$ cat config.mk
export PLATFORM = sky130hd
export DESIGN_NAME = ctrl_pipe
export DESIGN_NICKNAME = d
export VERILOG_FILES = /design/src/rtl/ctrl_pipe.sv
export SDC_FILE = /design/constraint.sdc
export NUM_CORES = 1
export LEC_CHECK = 0
export BUFFER_PORTS_ARGS = -buffer_cell sky130_fd_sc_hd__buf_4
export CAP_MARGIN = 20
export CELL_PAD_IN_SITES_DETAIL_PLACEMENT = 1
export CELL_PAD_IN_SITES_GLOBAL_PLACEMENT = 2
export CORE_UTILIZATION = 31
export DETAILED_ROUTE_END_ITERATION = 8
export HOLD_SLACK_MARGIN = 0.12
export PLACE_DENSITY_LB_ADDON = 0.08
export SYNTH_ARGS = -nofsm -noshare
export SYNTH_HDL_FRONTEND = slang
export SYNTH_SLANG_ARGS = --single-unit
$ cat constraint.sdc
create_clock -name clk -period 2.34 [get_ports clk]
set_input_delay 0.117 -clock clk [delete_from_list [all_inputs] [get_ports clk]]
set_output_delay 0.117 -clock clk [all_outputs]
set_load 0.005 [all_outputs]
$ cat src/rtl/ctrl_pipe.sv
// ctrl_pipe: control-bit pipeline (ID/EX, EX/MEM, MEM/WB) with load-use stall, redirect flush and EX forwarding selects
// Ports:
//   clk, rst_n                  pipeline clock, asynchronous active-low reset
//   id_*                        decoded control bundle and register indices from the ID stage
//   ex_branch_taken             EX-stage branch outcome from the datapath comparator
//   stall, flush                combinational hazard controls for PC/IF/ID/ID-EX
//   ex_*, mem_*, wb_*           registered control bundles of the EX, MEM and WB stages
//   fwd_a, fwd_b                EX operand selects: 00 regfile, 10 from MEM, 01 from WB
//   stall_cnt, flush_cnt        saturating event counters
module ctrl_pipe #(
    parameter int STAT_W = 16
) (
    input  logic              clk,
    input  logic              rst_n,
    input  logic              id_valid,
    input  logic              id_reg_write,
    input  logic              id_alu_src,
    input  logic              id_mem_write,
    input  logic              id_mem_read,
    input  logic              id_mem_to_reg,
    input  logic              id_is_jal,
    input  logic [1:0]        id_branch,
    input  logic [1:0]        id_alu_op,
    input  logic [4:0]        id_rs1,
    input  logic [4:0]        id_rs2,
    input  logic [4:0]        id_rd,
    input  logic              ex_branch_taken,
    output logic              stall,
    output logic              flush,
    output logic              ex_valid,
    output logic              ex_reg_write,
    output logic              ex_alu_src,
    output logic              ex_mem_write,
    output logic              ex_mem_read,
    output logic              ex_mem_to_reg,
    output logic              ex_is_jal,
    output logic [1:0]        ex_branch,
    output logic [1:0]        ex_alu_op,
    output logic [4:0]        ex_rs1,
    output logic [4:0]        ex_rs2,
    output logic [4:0]        ex_rd,
    output logic              mem_reg_write,
    output logic              mem_mem_write,
    output logic              mem_mem_read,
    output logic              mem_mem_to_reg,
    output logic [4:0]        mem_rd,
    output logic              wb_reg_write,
    output logic              wb_mem_to_reg,
    output logic [4:0]        wb_rd,
    output logic [1:0]        fwd_a,
    output logic [1:0]        fwd_b,
    output logic [STAT_W-1:0] stall_cnt,
    output logic [STAT_W-1:0] flush_cnt
);
    logic bubble;
    logic ld;
    assign flush  = ex_valid & (ex_branch_taken | ex_is_jal);
    // a redirect squashes the load-use pair anyway, so flush masks stall
    assign stall  = id_valid & ex_valid & ex_mem_read & (ex_rd != 5'd0) &
                    ((ex_rd == id_rs1) | (ex_rd == id_rs2)) & ~flush;
    assign bubble = flush | stall;
    // controls enter EX only for a real, non-squashed instruction
    assign ld     = ~bubble & id_valid;
    assign fwd_a  = (mem_reg_write && mem_rd != 5'd0 && mem_rd == ex_rs1) ? 2'b10 :
                    (wb_reg_write  && wb_rd  != 5'd0 && wb_rd  == ex_rs1) ? 2'b01 : 2'b00;
    assign fwd_b  = (mem_reg_write && mem_rd != 5'd0 && mem_rd == ex_rs2) ? 2'b10 :
                    (wb_reg_write  && wb_rd  != 5'd0 && wb_rd  == ex_rs2) ? 2'b01 : 2'b00;
    always_ff @(posedge clk or negedge rst_n) begin
        if (!rst_n) begin
            ex_valid       <= 1'b0;
            ex_reg_write   <= 1'b0;
            ex_alu_src     <= 1'b0;
            ex_mem_write   <= 1'b0;
            ex_mem_read    <= 1'b0;
            ex_mem_to_reg  <= 1'b0;
            ex_is_jal      <= 1'b0;
            ex_branch      <= 2'b00;
            ex_alu_op      <= 2'b00;
            ex_rs1         <= 5'd0;
            ex_rs2         <= 5'd0;
            ex_rd          <= 5'd0;
            mem_reg_write  <= 1'b0;
            mem_mem_write  <= 1'b0;
            mem_mem_read   <= 1'b0;
            mem_mem_to_reg <= 1'b0;
            mem_rd         <= 5'd0;
            wb_reg_write   <= 1'b0;
            wb_mem_to_reg  <= 1'b0;
            wb_rd          <= 5'd0;
            stall_cnt      <= '0;
            flush_cnt      <= '0;
        end else begin
            ex_valid       <= ld;
            ex_reg_write   <= ld & id_reg_write;
            ex_alu_src     <= ld & id_alu_src;
            ex_mem_write   <= ld & id_mem_write;
            ex_mem_read    <= ld & id_mem_read;
            ex_mem_to_reg  <= ld & id_mem_to_reg;
            ex_is_jal      <= ld & id_is_jal;
            ex_branch      <= ld ? id_branch : 2'b00;
            ex_alu_op      <= ld ? id_alu_op : 2'b00;
            ex_rs1         <= bubble ? 5'd0 : id_rs1;
            ex_rs2         <= bubble ? 5'd0 : id_rs2;
            ex_rd          <= bubble ? 5'd0 : id_rd;
            mem_reg_write  <= ex_valid & ex_reg_write;
            // jal bundles arrive with mem_write set by the decoder
            mem_mem_write  <= ex_valid & ex_mem_write & ~ex_is_jal;
            mem_mem_read   <= ex_valid & ex_mem_read;
            mem_mem_to_reg <= ex_valid & ex_mem_to_reg;
            mem_rd         <= ex_rd;
            wb_reg_write   <= mem_reg_write;
            wb_mem_to_reg  <= mem_mem_to_reg;
            wb_rd          <= mem_rd;
            if (stall && !(&stall_cnt)) stall_cnt <= stall_cnt + STAT_W'(1);
            if (flush && !(&flush_cnt)) flush_cnt <= flush_cnt + STAT_W'(1);
        end
    end
endmodule

==> results.sh, run 1 <==
export IMPL_outcome="complete, no violations"
export IMPL_power_leakage_nw=2.224
export IMPL_route_vias_total=2589
export IMPL_die_height_um=104.5
export IMPL_clock_sink_count=74
export IMPL_gp_congestion=0.7272
export IMPL_top_layer="met4"
export IMPL_pre_cts_ws_ns=0.2549
export IMPL_comb_power_share=0.158
export IMPL_drc=0
export IMPL_ant_nets=0
export IMPL_start_util=0.3170
export IMPL_diodes=0
export IMPL_cts_post_setup_buffers_inserted=0
export IMPL_synth_nets=301
export IMPL_crit_path_max_incr_delay_ns=0.56
export IMPL_timing_final_ws_setup_ns=0.1447
export IMPL_synth_edf_count=0
export IMPL_psw_mw=0.7778
export IMPL_timing_reg2reg_worst_path_depth=5
export IMPL_clock_power_share=0.354
export IMPL_synth_async_sr_flop_share=1.000
export IMPL_cts_root_buffer_cell="sky130_fd_sc_hd__clkbuf_8"
export IMPL_grt_max_degree=75
export IMPL_power_sequential_fraction=0.489
export IMPL_finish_net_count=444
export IMPL_tritoncts_num_buffers=9
export IMPL_synth_seq_cells=74
export IMPL_r2r_setup_slack_ns=0.26
export IMPL_netlist_instances=270
export IMPL_worstPathArrival_ns=2.08
export IMPL_via_per_inst=4.673
export IMPL_peakVddDrop_mv=0.2575
export IMPL_grt_overflow=0
export IMPL_num_io_pins=109
export IMPL_critical_path_top_delay_family="simple AND/OR/NAND/NOR gates"
export IMPL_cp_startpoint="mem_rd[1]$_DFF_PN0_"
export IMPL_die_area_mm2=0.01092
export IMPL_path_class="reg -> out"
export IMPL_detail_route_wl_per_cell_um=16.23
export IMPL_gr_usage_all_layers=0.1734
export IMPL_hold_path_end="wb_mem_to_reg$_DFF_PN0_"
export IMPL_setup_tns_final_ns=0
export IMPL_synth_area_per_cell_um2=12.07
export IMPL_top_regs="flush_cnt: 16 flops, stall_cnt: 16 flops"
export IMPL_horizontal_extent_of_the_die_um=104.5
export IMPL_netSwitchingFraction=0.2529
export IMPL_timing_hold_worst_path_depth=0
export IMPL_ys_warnings_count=0
export IMPL_mappedNetlistArea_mm2=0.003258
export IMPL_tritoncts_clock_tree="yes"
export IMPL_power_density_cell_area_mw_per_mm2=652.9
export IMPL_violation_count_after_the_first_detailed_routing_iteration=62
export IMPL_hold_class="reg -> reg"
export IMPL_routed_wl_met2_um=4317
export IMPL_slew_limit_headroom=0.3662
export IMPL_place_hpwl_um=6538
export IMPL_worstPathMaxFanout=5
export IMPL_first_global_vias=2661
export IMPL_htree_levels=3
export IMPL_layout_worst_path_cycle_share=0.9382
export IMPL_floorplan_core_area_mm2=0.01028
export IMPL_cts_buffer_depth=2
export IMPL_regToRegStartpoint="ex_is_jal$_DFF_PN0_"
export IMPL_crit_top_cell="sky130_fd_sc_hd__nor4_1"
export IMPL_path_clk_slew_ns=0.07
export IMPL_crit_path_start_kind="flip-flop"
export IMPL_initial_antenna_violation_count=0
export IMPL_synthDistinctLibCells=39
export IMPL_clock_insertion_delay_worst_skew_ns=0.35
export IMPL_cp_slowest_cell="sky130_fd_sc_hd__or4_1"
export IMPL_cell_internal_pwr_mw=2.298
export IMPL_maxSlewViolCount=0
export IMPL_timing_worst_slew_pin_value_ns=0.9507
export IMPL_final_setup_viol_count=0
export IMPL_timing_critical_path_buf_inv=1
export IMPL_met1Wirelength_um=4124
export IMPL_setup_worst_path_end_class="primary output"
export IMPL_synth_sequential_area_ratio=0.5684
export IMPL_timing_critical_path_required_ns=2.22
export IMPL_timing_fmax_mhz=455.5
export IMPL_drive_gt1_frac=0.3278
export IMPL_drt_total_wl_um=8991
export IMPL_drv_max_cap_violation_count=0
export IMPL_io_buffer_count=108
export IMPL_critical_path_cell_chain="or4_1 -> o21ai_2 -> nor4_1 -> nor4_1 -> buf_4"
export IMPL_worst_r2r_endpoint="stall_cnt[14]$_DFFE_PN0P_"
export IMPL_syn2layout_area_growth_pct=44.59
export IMPL_timing_hold_violations_final=0
export IMPL_grt_setup_unrepaired="no"
export IMPL_min_delay_start="mem_mem_to_reg$_DFF_PN0_"
export IMPL_drt_pass1_iter_count=4
export IMPL_first_pass_grt_wire_length_um=14530
export IMPL_clock_skew_ns=0.006527
export IMPL_period_needed_ns=2.195
export IMPL_row_count=37
export IMPL_ys_dominant_reg_cell="sky130_fd_sc_hd__dfrtp_1"
export IMPL_met3_length_um=397
==> cells by family (layout without fill, tap and decap cells) <==
| group | after synthesis | after routing | share of synthesized area |
|---|---|---|---|
| and+or+nand+nor | 115 | 115 | 0.2124 |
| DFF | 74 | 74 | 0.5684 |
| xor gates and xnor gates | 58 | 58 | 0.1559 |
| AOI/OAI and AO/OA | 9 | 9 | 0.02880 |
| buffers and inverters | 8 | 156 | 0.01306 |
| muxes | 4 | 4 | 0.01382 |
| adders and majority gates | 2 | 2 | 0.007679 |
==> synthesized netlist by cell type, types with 2 or more instances <==
master / number / share of area
sky130_fd_sc_hd__dfrtp_1: 74 / 0.57
sky130_fd_sc_hd__xnor2_1: 40 / 0.11
sky130_fd_sc_hd__nand3_1: 20 / 0.031
sky130_fd_sc_hd__and2_1: 19 / 0.036
sky130_fd_sc_hd__and3_1: 18 / 0.035
sky130_fd_sc_hd__xor2_1: 18 / 0.048
sky130_fd_sc_hd__nand2_1: 13 / 0.015
sky130_fd_sc_hd__nand4_1: 13 / 0.025
sky130_fd_sc_hd__nor2_1: 6 / 0.0069
sky130_fd_sc_hd__nor4_1: 6 / 0.012
sky130_fd_sc_hd__or4_1: 5 / 0.012
sky130_fd_sc_hd__inv_1: 3 / 0.0035
sky130_fd_sc_hd__mux2_2: 3 / 0.010
sky130_fd_sc_hd__a31oi_1: 2 / 0.0038
sky130_fd_sc_hd__and4_1: 2 / 0.0054
sky130_fd_sc_hd__clkbuf_1: 2 / 0.0023
sky130_fd_sc_hd__ha_1: 2 / 0.0077
sky130_fd_sc_hd__nor3_1: 2 / 0.0031
sky130_fd_sc_hd__o21ai_0: 2 / 0.0031
==> final cells by class <==
type	count	area, um^2
clock buffer	14	152.6
clock inverter	2	60.06
fill	1135	5567
inverter	3	11.26
multi-input combinational	188	1368
sequential	74	1853
tap	136	170.2
timing repair buffer	137	1096
==> per-stage QoR <==
stage	util	cells	power (mW)	hold slack [ns]	area (um^2)
2_1_floorplan	-	270	1.690	-0.1786	3258
3_3_place_gp	0.4109	511	1.969	0.3303	4223
3_5_place_dp	0.4109	511	1.985	0.3296	4223
4_1_cts	0.4579	554	3.125	0.3735	4706
5_1_grt	0.4584	554	3.236	0.4036	4711
6_report	0.4584	554	3.076	0.3810	4711
==> worst reg2reg max path: stages, from the launching register on <==
cell	delay (ns)
sky130_fd_sc_hd__dfrtp_1	0.40
sky130_fd_sc_hd__o21ai_1	0.29
sky130_fd_sc_hd__nand3_1	0.20
sky130_fd_sc_hd__or4_1	0.56
sky130_fd_sc_hd__nor3b_2	0.20
sky130_fd_sc_hd__mux2_1	0.33
==> power groups by stage <==
stage               logic, mW  registers, mW  clock network [mW]
finish                  0.486           1.50                1.09
global route            0.535           1.52                1.18
CTS                     0.493           1.50                1.13
detailed placement      0.455           1.53                   0
global placement        0.443           1.53                   0
floorplan               0.182           1.51                   0
==> metal layers <==
metal / GRT usage / vias up
met5: 0 / -
li1: - / 1229
met3: 0.03634 / 11
met4: 0.07041 / 0
met2: 0.2715 / 68
met1: 0.2330 / 1281
==> cells in the final DEF (no fill, tap or decap), drive strengths merged, types with 4 or more instances in the layout <==
cell type	instances
buf	110
dfrtp	74
xnor2	40
dlygate4sd3	27
nand3	20
and2	20
and3	18
xor2	18
clkbuf	14
nand2	13
nand4	13
nor4	7
nor2	6
or4	6
mux2	4
==> what timing repair did <==
action / 4_1_cts / 5_1_grt
gates resized for setup: 1 / 2
pin swaps: 0 / 1
setup endpoints to repair: 2 / 3
cloned: 0 / 0
hold buffers: 27 / 0
hold endpoints to repair: 100 / 0
==> worst max path at each step <==
stage / end / slack [ns] / cells after the start
final: fwd_a[0] / 0.14 / 5
after CTS: fwd_a[0] / 0.03 / 5
after global routing: stall / 0.02 / 5
after global placement: stall_cnt[14]$_DFFE_PN0P_ / 0.32 / 5
after floorplan: stall_cnt[1]$_DFFE_PN0P_ / 0.47 / 5
after detailed placement: stall_cnt[14]$_DFFE_PN0P_ / 0.25 / 5
No activity file was read; power rests on OpenSTA's default activity.
==> run 2, diff against run 1 <==
==> constraint.sdc (replaced) <==
create_clock -name clk -period 2.34 [get_ports clk]
set_input_delay 0.234 -clock clk [delete_from_list [all_inputs] [get_ports clk]]
set_output_delay 0.234 -clock clk [all_outputs]
set_load 0.005 [all_outputs]
==> results.sh, run 2 (synthesized netlist as in run 1, its figures left out) <==
export IMPL_first_pass_grt_wire_length_um=14320
export IMPL_start_util=0.3170
export IMPL_die_height_um=104.5
export IMPL_cp_slowest_cell="sky130_fd_sc_hd__dlygate4sd3_1"
export IMPL_drv_max_cap_violation_count=0
export IMPL_syn2layout_area_growth_pct=44.85
export IMPL_clock_sink_count=74
export IMPL_path_clk_slew_ns=0.08
export IMPL_grt_overflow=0
export IMPL_clock_insertion_delay_worst_skew_ns=0.35
export IMPL_critical_path_cell_chain="dlygate4sd3_1 -> buf_4 -> xnor2_1 -> nand3_1 -> o22ai_4 -> and3_1 -> buf_4"
export IMPL_power_leakage_nw=2.233
export IMPL_outcome="complete, no violations"
export IMPL_regToRegStartpoint="ex_is_jal$_DFF_PN0_"
export IMPL_floorplan_core_area_mm2=0.01028
export IMPL_violation_count_after_the_first_detailed_routing_iteration=45
export IMPL_path_class="in -> out"
export IMPL_power_density_cell_area_mw_per_mm2=673.9
export IMPL_drc=0
export IMPL_cts_buffer_depth=2
export IMPL_top_regs="flush_cnt: 16 flops, stall_cnt: 16 flops"
export IMPL_layout_commonest_cell="sky130_fd_sc_hd__buf_4"
export IMPL_timing_fmax_mhz=435.9
export IMPL_finalPower_mw=3.180
export IMPL_tritoncts_num_buffers=9
export IMPL_hold_class="in -> reg"
export IMPL_grt_max_degree=49
export IMPL_drt_total_wl_um=8736
export IMPL_cp_startpoint="id_rs1[0]"
export IMPL_timing_reg2reg_worst_path_depth=5
export IMPL_dpl_cell_area_mm2=0.004250
export IMPL_detail_route_wl_per_cell_um=15.85
export IMPL_crit_top_cell="sky130_fd_sc_hd__buf_4"
export IMPL_ant_nets=0
export IMPL_via_per_inst=4.641
export IMPL_route_vias_total=2557
export IMPL_period_needed_ns=2.294
export IMPL_num_io_pins=109
export IMPL_first_global_vias=2695
export IMPL_clock_skew_ns=0.008390
export IMPL_worst_r2r_endpoint="stall_cnt[14]$_DFFE_PN0P_"
export IMPL_timing_worst_slew_pin_value_ns=0.6483
export IMPL_fin_area_mm2=0.004720
export IMPL_slew_limit_headroom=0.5678
export IMPL_crit_path_max_incr_delay_ns=0.56
export IMPL_maxSlewViolCount=0
export IMPL_crit_path_start_kind="input port"
export IMPL_fillers=1146
export IMPL_tritoncts_clock_tree="yes"
export IMPL_layout_cells_most_common_list="112 x sky130_fd_sc_hd__buf_4, 73 x sky130_fd_sc_hd__dfrtp_1, 40 x sky130_fd_sc_hd__xnor2_1"
export IMPL_worstPathArrival_ns=2.06
export IMPL_cts_root_buffer_cell="sky130_fd_sc_hd__clkbuf_8"
export IMPL_r2r_setup_slack_ns=0.25
export IMPL_layout_worst_path_cycle_share=0.9805
export IMPL_timing_critical_path_required_ns=2.11
export IMPL_worstPathMaxFanout=17
export IMPL_drive_gt1_frac=0.3494
export IMPL_horizontal_extent_of_the_die_um=104.5
export IMPL_gp_congestion=0.7224
export IMPL_drt_pass1_iter_count=4
export IMPL_worstSetupEndpoint="stall"
export IMPL_row_count=37
export IMPL_finish_net_count=441
export IMPL_setup_tns_final_ns=0
export IMPL_initial_antenna_violation_count=0
export IMPL_peakVddDrop_mv=0.2614
export IMPL_io_buffer_count=108
export IMPL_timing_hold_violations_final=0
export IMPL_htree_levels=3
export IMPL_min_delay_start="id_is_jal"
export IMPL_die_area_mm2=0.01092
export IMPL_setup_worst_path_end_class="primary output"
export IMPL_place_hpwl_um=6537
export IMPL_grt_setup_unrepaired="yes"
export IMPL_worst_hold_slack_ns=0.1344
export IMPL_gr_usage_all_layers=0.1717
export IMPL_final_setup_viol_count=0
export IMPL_diodes=0
==> run 2: per-layer routing <==
metal,wire length (um),GRT usage
met2,4202,0.2758
met1,4038,0.2241
met5,0,0
met4,147,0.07347
met3,347,0.03509
==> run 2: stage by stage <==
stage               utilization  cells  setup slack (ns)
detailed placement       0.4136    513            0.2407
CTS                      0.4578    550          0.002106
global route             0.4592    551          -0.08149
floorplan                     -    270            0.4673
global placement         0.4136    513            0.3060
finish                   0.4592    551           0.04573
==> run 2: how the worst min path moves through the flow <==
stage                                  end  slack (ns)  cells after the start
floorplan           ex_alu_op[0]$_DFF_PN0_       -0.06                      0
global placement        wb_rd[3]$_DFF_PN0_        0.31                      1
detailed placement      wb_rd[3]$_DFF_PN0_        0.31                      1
CTS                    ex_is_jal$_DFF_PN0_        0.12                      2
global route           ex_is_jal$_DFF_PN0_        0.12                      2
finish                 ex_is_jal$_DFF_PN0_        0.13                      2
==> run 2: power by group <==
part	total (mW)	switching [mW]	leakage, nW	internal [mW]
clock network	1.20	0.490	0.120	0.708
registers	1.50	0.125	0.968	1.37
logic	0.483	0.196	1.15	0.288
total	3.18	0.810	2.23	2.37
==> run 2: timing repair <==
action | in CTS | in global routing
pin swaps | 1 | 3
hold buffers | 21 | 0
setup buffers | 0 | 1
gates resized for setup | 2 | 2
hold endpoints to repair | 67 | 0
endpoints found under the setup margin | 2 | 3
==> run 2: layout make-up <==
type                       count  area, um^2  area share
clock buffer                   9       123.9     0.02625
clock inverter                 7       116.4     0.02466
inverter                       3       11.26    0.002386
multi-input combinational    188        1374      0.2911
sequential                    74        1853      0.3926
tap                          136       170.2     0.03606
timing repair buffer         134        1071      0.2269
==> run 2: critical path: cells and delay by family <==
family	cells	cell delay [ns]
AOI/OAI and AO/OA	1	0.44
and+or+nand+nor	2	0.43
xor gates and xnor gates	1	0.14
buffers and inverters	3	0.82
